$ cat src/rtl/shift_left_sequential_pkg.sv
// Shared encodings for the sequential left shifter/rotator: FSM states and
// operation selects.
package shift_left_sequential_pkg;

  localparam int unsigned CntWidth = 4;

  typedef enum logic [1:0] {
    StIdle  = 2'b00,
    StShift = 2'b01,
    StDone  = 2'b10
  } state_e;

  localparam logic OpRol = 1'b0;
  localparam logic OpSll = 1'b1;

endpackage

$ cat src/rtl/shift_left_step.sv
// One-bit left step: rotate (MSB wraps into LSB) or logical shift (zero fill).
module shift_left_step
  import shift_left_sequential_pkg::*;
#(
  parameter int unsigned WIDTH = 16
) (
  input  logic [WIDTH-1:0] In,
  input  logic             Op,
  output logic [WIDTH-1:0] Out
);

  always_comb begin
    Out = {In[WIDTH-2:0], (Op == OpRol) ? In[WIDTH-1] : 1'b0};
  end

endmodule

$ cat src/rtl/shift_left_sequential.sv
// Multi-cycle left shifter/rotator: one bit position per clock, one-cycle done
// pulse on completion, result held until the next accepted request.
module shift_left_sequential
  import shift_left_sequential_pkg::*;
#(
  parameter int unsigned WIDTH = 16
) (
  input  logic                clk,
  input  logic                rst,
  input  logic                start,
  input  logic [WIDTH-1:0]    In,
  input  logic [CntWidth-1:0] Cnt,
  input  logic                Op,
  output logic [WIDTH-1:0]    Out,
  output logic                busy,
  output logic                done
);

  state_e              state_q, state_d;
  logic [CntWidth-1:0] rem_q, rem_d;
  logic                op_q, op_d;
  logic [WIDTH-1:0]    out_q, out_d;
  logic [WIDTH-1:0]    step_out;

  shift_left_step #(
    .WIDTH (WIDTH)
  ) u_step (
    .In  (out_q),
    .Op  (op_q),
    .Out (step_out)
  );

  always_comb begin
    state_d = state_q;
    rem_d   = rem_q;
    op_d    = op_q;
    out_d   = out_q;
    case (state_q)
      StIdle: begin
        if (start) begin
          out_d = In;
          // A zero count skips SHIFT entirely, so rem never wraps.
          if (Cnt != '0) begin
            rem_d   = Cnt;
            op_d    = Op;
            state_d = StShift;
          end else begin
            state_d = StDone;
          end
        end
      end
      StShift: begin
        out_d = step_out;
        rem_d = rem_q - CntWidth'(1);
        if (rem_q == CntWidth'(1)) begin
          state_d = StDone;
        end
      end
      StDone:  state_d = StIdle;
      default: state_d = StIdle;
    endcase
  end

  always_ff @(posedge clk) begin
    if (rst) begin
      state_q <= StIdle;
      rem_q   <= '0;
      op_q    <= OpRol;
      out_q   <= '0;
    end else begin
      state_q <= state_d;
      rem_q   <= rem_d;
      op_q    <= op_d;
      out_q   <= out_d;
    end
  end

  assign Out  = out_q;
  assign busy = (state_q == StShift) || (state_q == StDone);
  assign done = (state_q == StDone);

endmodule

$ cat config.mk
export PLATFORM = sky130hd
export DESIGN_NAME = shift_left_sequential
export DESIGN_NICKNAME = d
export VERILOG_FILES = /design/src/rtl/shift_left_sequential_pkg.sv /design/src/rtl/shift_left_step.sv /design/src/rtl/shift_left_sequential.sv
export SDC_FILE = /design/constraint.sdc
export NUM_CORES = 1
export LEC_CHECK = 0
export ABC_AREA = 1
export CORE_MARGIN = 2
export CORE_UTILIZATION = 40
export CTS_CLUSTER_SIZE = 12
export DETAILED_ROUTE_END_ITERATION = 10
export PLACE_DENSITY = 0.79
export REMOVE_ABC_BUFFERS = 1
export SLEW_MARGIN = 0
export SYNTH_ARGS = -nofsm -noshare
export SYNTH_HDL_FRONTEND = slang
export SYNTH_SLANG_ARGS = --single-unit
$ cat constraint.sdc
create_clock -name clk -period 1.5 [get_ports clk]
set_input_delay 0.3 -clock clk [delete_from_list [all_inputs] [get_ports clk]]
set_output_delay 0.3 -clock clk [all_outputs]
set_load 0.005 [all_outputs]
==> results of run 1 <==
## worst max-delay path by stage
stage | end | slack [ns] | depth (start not counted)
after floorplan | Out[11] | -0.19 | 6
after global placement | rem_q[0] | 0.05 | 7
after detailed placement | rem_q[2] | -0.005 | 7
after CTS | busy | -0.0005 | 3
after global routing | Out[11] | -0.05 | 8
final | Out[9] | 0.04 | 1
## cell families (layout without fill, tap and decap cells)
group                      Yosys count  in the layout  synth area share
and+or+nand+nor                     65             65             0.233
AOI/OAI and AO/OA                   45             45             0.219
DFF                                 23             23             0.412
buffers and inverters               21             72            0.0805
adders and majority gates            5              5            0.0559
## cells in the final DEF, fill, tap and decap left out, types with 3 or more instances in the layout
master,instances
inv_1,9
nand3_1,7
buf_4,13
clkdlybuf4s50_1,30
o21ai_0,8
inv_2,3
dfxtp_2,17
a31oi_1,16
dfxtp_1,6
o21ai_1,16
nand2_1,47
a21oi_1,5
clkbuf_4,3
nor2_1,8
ha_1,4
dlymetal6s2s_1,8
## cell type report
type | instances | area, um2
multi-input combinational | 115 | 581
tap | 31 | 38.8
clock buffer | 4 | 26.3
timing repair buffer | 56 | 562
fill | 242 | 976
inverter | 12 | 45.0
sequential | 23 | 482
## power breakdown
group	internal [uW]	switching [uW]
logic	388	345
clock network	104	182
registers	732	75.0
## registers in the layout, indices dropped and copies added, names as in the netlist
signal	cells
op_q	1
state_q	2
rem_q	4
Out	16
## per-layer routing
metal  vias up  GRT usage  routed length (um)
met5         -          0                   0
met2        59      0.322                1460
met4         0     0.0498                  14
met3         2     0.0392                 244
met1       549      0.243                1310
li1        634          -                   -
## metrics by stage
| stage | power [uW] | cell area [um2] | worst slack [ns] |
|---|---|---|---|
| 6_report | 1830 | 1730 | 0.0381 |
| 5_1_grt | 1960 | 1730 | -0.0540 |
| 4_1_cts | 1790 | 1650 | -0.000522 |
| 3_5_place_dp | 1490 | 1600 | -0.00504 |
| 3_3_place_gp | 1470 | 1600 | 0.0517 |
| 2_1_floorplan | 1110 | 1070 | -0.192 |
## what timing repair did
item / in CTS / in global routing
setup buffers: 1 / 7
gates resized for setup: 19 / 15
endpoints found under the setup margin: 16 / 34
cloned: 0 / 0
==> flow_summary.rst, run 1 <==
.. list-table::
   :header-rows: 1

   * - Metric
     - Value
   * - First-pass GRT wire length
     - 4930 um
   * - Depth of the worst hold-timing path
     - 2
   * - Final setup violation count
     - 0
   * - Sum of overflow across all layers after global routing
     - 0
   * - Gr usage total
     - 0.190
   * - Yosys Warn Count
     - 0
   * - Worst-path cell with the longest stage delay
     - clkdlybuf4s50_1
   * - Period utilisation layout
     - 0.975
   * - Worst reg2reg startpoint
     - state_q[1]
   * - Critical path launch point type
     - flop
   * - Total core area
     - 0.00271 mm2
   * - Nets
     - 240
   * - Final clock skew
     - ~0.0015 ns
   * - Port Buf Inserts
     - slightly above 40
   * - Period minus WS final
     - 1.46 ns
   * - Post-synthesis sequential area ratio
     - 0.412
   * - Highest net fanout along the worst path
     - 2
   * - Avg Synthesized Cell Area
     - 7.04 um2
   * - Routed WL
     - 3020 um
   * - Die width
     - between 50 and 60 um
   * - Share of final-layout standard cells stronger than drive strength 1
     - 0.205
   * - Largest cells by area after synthesis
     - dfxtp_1 (41%), nand2_1 (16%), a31oi_1 (8.9%)
   * - Source of the critical timing path
     - Out[9]
   * - First drt pass iteration count
     - 4
   * - Power Dens Cells
     - 1050 mW/mm2
   * - Bufs and invs on worst path
     - 1
   * - HP Start
     - op_q
   * - Run status
     - finished clean
   * - MaxCap Viol Count
     - 0
   * - TritonCTS clock tree
     - done
   * - Number of nets still failing antenna checks after routing
     - 0
   * - Commonest register cell after synthesis
     - dfxtp_1
   * - EDFF count, synth
     - 0
   * - CTS Root Cell
     - clkbuf_4
   * - Number of design-rule violations left by the first detailed-router iteration
     - 27
   * - Peak per-stage delay on the critical path
     - 0.50 ns
   * - Utilization after layout
     - 0.640
   * - CTS buffer count
     - 3
   * - Number of cells in the finished layout apart from fillers
     - 241
   * - Leading post-synthesis cells by instance count
     - nand2_1 (47), dfxtp_1 (23), a31oi_1 (16), o21ai_1 (16), inv_1 (10)
   * - Worst EP arrival
     - 1.16 ns
   * - Synth-to-layout area growth
     - 55.0%
   * - Clock-pin slew on the worst setup and hold paths
     - approximately 0.12 ns
   * - Area fraction of the dominant cell type after synthesis
     - 0.412
   * - Max Clock Freq
     - 0.684 GHz
   * - Final routed wire length divided by cell count
     - 12.5 um
   * - Area of the die
     - around 0.0032 mm2
   * - Initial core utilization
     - 0.413
   * - Via count of the first global-routing pass
     - around 1100
   * - Clock network latency to the later pin of the worst-skew pair
     - about 0.3 ns
   * - Endpoint class of the critical path
     - output port
   * - Cell area after technology mapping
     - between 0.001 and 0.0015 mm2
   * - DRC violations left
     - 0
   * - Drt via density
     - between 5 and 6
   * - Pins Over Slew Limit
     - 0
   * - Share of synthesized flip-flops with an asynchronous set or reset
     - 0
   * - Maximum count of clock buffers along a single path
     - 2
   * - Dominant cell by count in the synthesized netlist
     - nand2_1
   * - Routability-driven placement congestion ratio
     - 0.860
   * - Worst path cell trace
     - clkdlybuf4s50_1
   * - R2R cell count
     - 8
   * - H-tree lvl count
     - 1
   * - Library cell occupying the most area in the post-synthesis netlist
     - dfxtp_1
   * - Diodes inserted
     - 0
   * - Number of top-level design ports
     - 42
   * - HPWL Detailed
     - 2120 um
   * - Hold buffers post-CTS
     - 0
   * - Top Family by Delay on Critical Path
     - buffers and inverters
   * - Pin count of the biggest net entering global routing
     - 33
   * - Number of distinct library cells after synthesis
     - 17
   * - Transition at the pin with the smallest max-transition slack
     - 0.257 ns
   * - Leak Pwr
     - 0.000849 uW
   * - Number of core rows
     - 19
   * - Worst hold path endpoint
     - op_q
   * - Final hold slack
     - 0.469 ns
   * - Count of placed standard cells including taps
     - about 230
   * - Syn Inst Count
     - 159
   * - Setup TNS
     - 0 ns
   * - Worst voltage drop across the vdd grid
     - 0.000702 V
   * - Category of the critical setup timing path
     - reg -> out
   * - Vias after detailed routing
     - 1244
   * - Setup slack on the worst flop-to-flop path
     - 0.10 ns
   * - Number of antenna violations at the first check in global routing
     - 0
   * - Number of hold violations in the final report
     - 0
   * - Tightest slew margin relative to the limit
     - 0.829
   * - Die span in y
     - ~57 um
   * - Destination of the worst register-to-register timing path
     - Out[11]
   * - Type of the tightest min-delay check
     - reg -> reg
   * - Sink count of the clock tree
     - 23
   * - Flip-flop and latch count after synthesis
     - 23
   * - Worst Path Required
     - 1.20 ns
No activity file was read; power rests on OpenSTA's default activity.
==> run 2, diff against run 1 <==
Settings changed: CTS_CLUSTER_DIAMETER from default to 150, PLACE_DENSITY 0.79 to 0.83, TNS_END_PERCENT from default to 50.
==> flow_summary.rst, run 2 (synthesis gave the netlist of run 1 again) <==
.. list-table::
   :header-rows: 1

   * - Metric
     - Value
   * - Top Family by Delay on Critical Path
     - buffers and inverters
   * - RSZ-0062 raised after global routing
     - true
   * - Period minus WS final
     - 1.46 ns (+0.000541 ns)
   * - HPWL Detailed
     - 1840 um (-13%)
   * - Gr usage total
     - 0.174 (-0.0157)
   * - Area of the die
     - 0.00324 mm2 (unchanged)
   * - TritonCTS clock tree
     - done
   * - Highest metal layer with signal wires
     - met4
   * - Max FFs per register
     - 16 (unchanged)
   * - Number of design-rule violations left by the first detailed-router iteration
     - 17 (-37%)
   * - Sum of overflow across all layers after global routing
     - 0 (unchanged)
   * - Number of antenna violations at the first check in global routing
     - 0 (unchanged)
   * - Maximum count of clock buffers along a single path
     - 2 (unchanged)
   * - Worst path cell trace
     - clkdlybuf4s50_1
   * - Transition at the pin with the smallest max-transition slack
     - 0.528 ns (+0.271 ns)
   * - Total core area
     - 0.00271 mm2 (unchanged)
   * - Post-placement setup slack
     - -0.0652 ns (-0.0602 ns)
   * - Number of top-level design ports
     - 42 (unchanged)
   * - Vias after detailed routing
     - 1172 (-5.8%)
   * - FILL cells
     - 258 (+6.6%)
   * - Destination of the worst register-to-register timing path
     - Out[11]
   * - Register share of total power
     - 0.450 (+0.008)
   * - Highest net fanout along the worst path
     - 2 (unchanged)
   * - Setup slack on the worst flop-to-flop path
     - 0.12 ns (+0.02 ns)
   * - Source of the critical timing path
     - Out[2]
   * - Worst voltage drop across the vdd grid
     - 0.000666 V (-5.2%)
   * - Die width
     - 56.9 um (unchanged)
   * - Most frequent cells in the layout
     - nand2_1 (46), clkdlybuf4s50_1 (26), dfxtp_2 (18)
   * - Number of stages on the worst setup path
     - 1 (unchanged)
   * - Leak Pwr
     - 0.000908 uW (+7.0%)
   * - Via count of the first global-routing pass
     - 1068 (-5.7%)
   * - Worst path setup slack after routing
     - 0.0375 ns (-0.000541 ns)
   * - Gate power share
     - 0.389 (-0.013)
   * - Pin count of the biggest net entering global routing
     - 22 (-33%)
   * - Critical path launch point type
     - flop
   * - Bufs and invs on worst path
     - 1 (unchanged)
   * - Initial core utilization
     - 0.413 (unchanged)
   * - Final routed wire length divided by cell count
     - 10.7 um (-15%)
   * - Power Dens Cells
     - 1040 mW/mm2 (-1.7%)
   * - Final setup violation count
     - 0 (unchanged)
   * - Max Clock Freq
     - 0.684 GHz (about the same)
   * - CTS Root Cell
     - clkbuf_4
   * - Worst reg2reg startpoint
     - state_q[1]
   * - H-tree lvl count
     - 1 (unchanged)
   * - Detailed-routing wirelength on met1
     - 1220 um (-6.4%)
   * - Peak per-stage delay on the critical path
     - 0.49 ns (about the same)
   * - First-pass GRT wire length
     - 4490 um (-9.0%)
   * - Worst Path Required
     - 1.20 ns (about the same)
   * - Type of the tightest min-delay check
     - reg -> reg
   * - Net load switching power
     - 579 uW (-4.0%)
   * - Switching part of the total
     - 0.323 (-0.00643)
   * - DRC violations left
     - 0 (unchanged)
   * - Nets
     - 238 (-0.83%)
   * - Hold buffers post-CTS
     - 0 (unchanged)
   * - Routability-driven placement congestion ratio
     - 0.752 (-13%)
   * - Total met3 wirelength after detailed routing
     - 155 um (-36%)
   * - Port Buf Inserts
     - 41 (unchanged)
   * - First drt pass iteration count
     - 4 (unchanged)
   * - Die span in y
     - 56.9 um (unchanged)
   * - Run status
     - finished clean
   * - Routed WL
     - 2550 um (-16%)
   * - Pins Over Slew Limit
     - 0 (unchanged)
   * - CTS buffer count
     - 3 (unchanged)
   * - Number of nets still failing antenna checks after routing
     - 0 (unchanged)
   * - Worst EP arrival
     - 1.16 ns (about the same)
   * - Worst-path cell with the longest stage delay
     - clkdlybuf4s50_1
   * - Count of placed standard cells including taps
     - 231 (+0.87%)
   * - Diodes inserted
     - 0 (unchanged)
   * - Number of cells in the finished layout apart from fillers
     - 239 (-0.83%)
   * - R2R cell count
     - 8 (unchanged)
   * - Synth-to-layout area growth
     - 54.5%
   * - Clock-pin slew on the worst setup and hold paths
     - 0.13 ns (about the same)
   * - Tightest slew margin relative to the limit
     - 0.648 (-0.181)
   * - Category of the critical setup timing path
     - reg -> out
   * - Period utilisation layout
     - 0.975 (about the same)
   * - Drt via density
     - 4.90 (-5.0%)
   * - Share of final-layout standard cells stronger than drive strength 1
     - 0.207 (+0.00197)
   * - Endpoint class of the critical path
     - output port
   * - Timing endpoint of the critical path
     - Out[2]
   * - Final clock skew
     - 0.00134 ns (-0.000112 ns)
   * - Part of the total power dissipated in the clock network
     - 0.161 (+0.004)
   * - Sink count of the clock tree
     - 23 (unchanged)
   * - Met2 WL
     - 1130 um (-23%)
   * - Most common cell after layout, fill and taps aside
     - nand2_1
   * - Number of core rows
     - 19 (unchanged)
   * - Clock network latency to the later pin of the worst-skew pair
     - 0.31 ns (about the same)
   * - Number of hold violations in the final report
     - 0 (unchanged)
   * - Cell-internal power
     - 1210 uW (-1.1%)
   * - MaxCap Viol Count
     - 0 (unchanged)
[run 2: cell count changes in the layout (fill, tap and decap cells not counted), sizes merged]
cell,change
clkbuf,-1
clkdlybuf4s50,-4
dlygate4sd2,-1
clkinv,+1
buf,-2
dlymetal6s2s,+5
[run 2: cell type report]
cell class                 count  area (um2)  share of cell area
sequential                    23         483               0.280
tap                           31        38.8              0.0224
timing repair buffer          54         561               0.324
clock buffer                   3        22.5              0.0130
multi-input combinational    115         573               0.332
clock inverter                 1        5.00             0.00290
inverter                      12        45.0              0.0261
[run 2: worst min path at each step]
stage | cells after the start | slack, ns | start | endpoint
floorplan | 1 | 0.37 | rst | rem_q[3]
CTS | 2 | 0.48 | op_q | op_q
detailed placement | 2 | 0.46 | op_q | op_q
global route | 2 | 0.51 | op_q | op_q
global placement | 2 | 0.45 | op_q | op_q
finish | 2 | 0.47 | op_q | op_q
[run 2: timing repair]
item / 4_1_cts / 5_1_grt
cloned: 0 / 0
endpoints found under the setup margin: 16 / 29
pin swaps: 0 / 0
buffers inserted: 1 / 3
resized for setup: 19 / 19
[run 2: power groups by stage]
stage | clock, uW | sequential, uW | combinational, uW
3_3_place_gp | 0 | 806 | 683
3_5_place_dp | 0 | 807 | 689
4_1_cts | 298 | 808 | 697
6_report | 288 | 804 | 697
5_1_grt | 321 | 818 | 786
2_1_floorplan | 0 | 800 | 315
[run 2: metrics by stage]
stage               power (uW)   util  setup TNS (ns)  cell area, um2  hold slack, ns
floorplan                 1110      -           -2.61            1070           0.369
global placement          1490  0.596          -0.174            1620           0.449
detailed placement        1500  0.596          -0.553            1620           0.457
CTS                       1800  0.616               0            1670           0.478
global route              1920  0.638        -0.00884            1730           0.507
finish                    1790  0.638               0            1730           0.475
[run 2: routing by layer]
metal	vias up	GRT usage
met5	-	0
met4	0	0.0698
met3	4	0.0369
met2	30	0.279
met1	506	0.226
li1	632	-
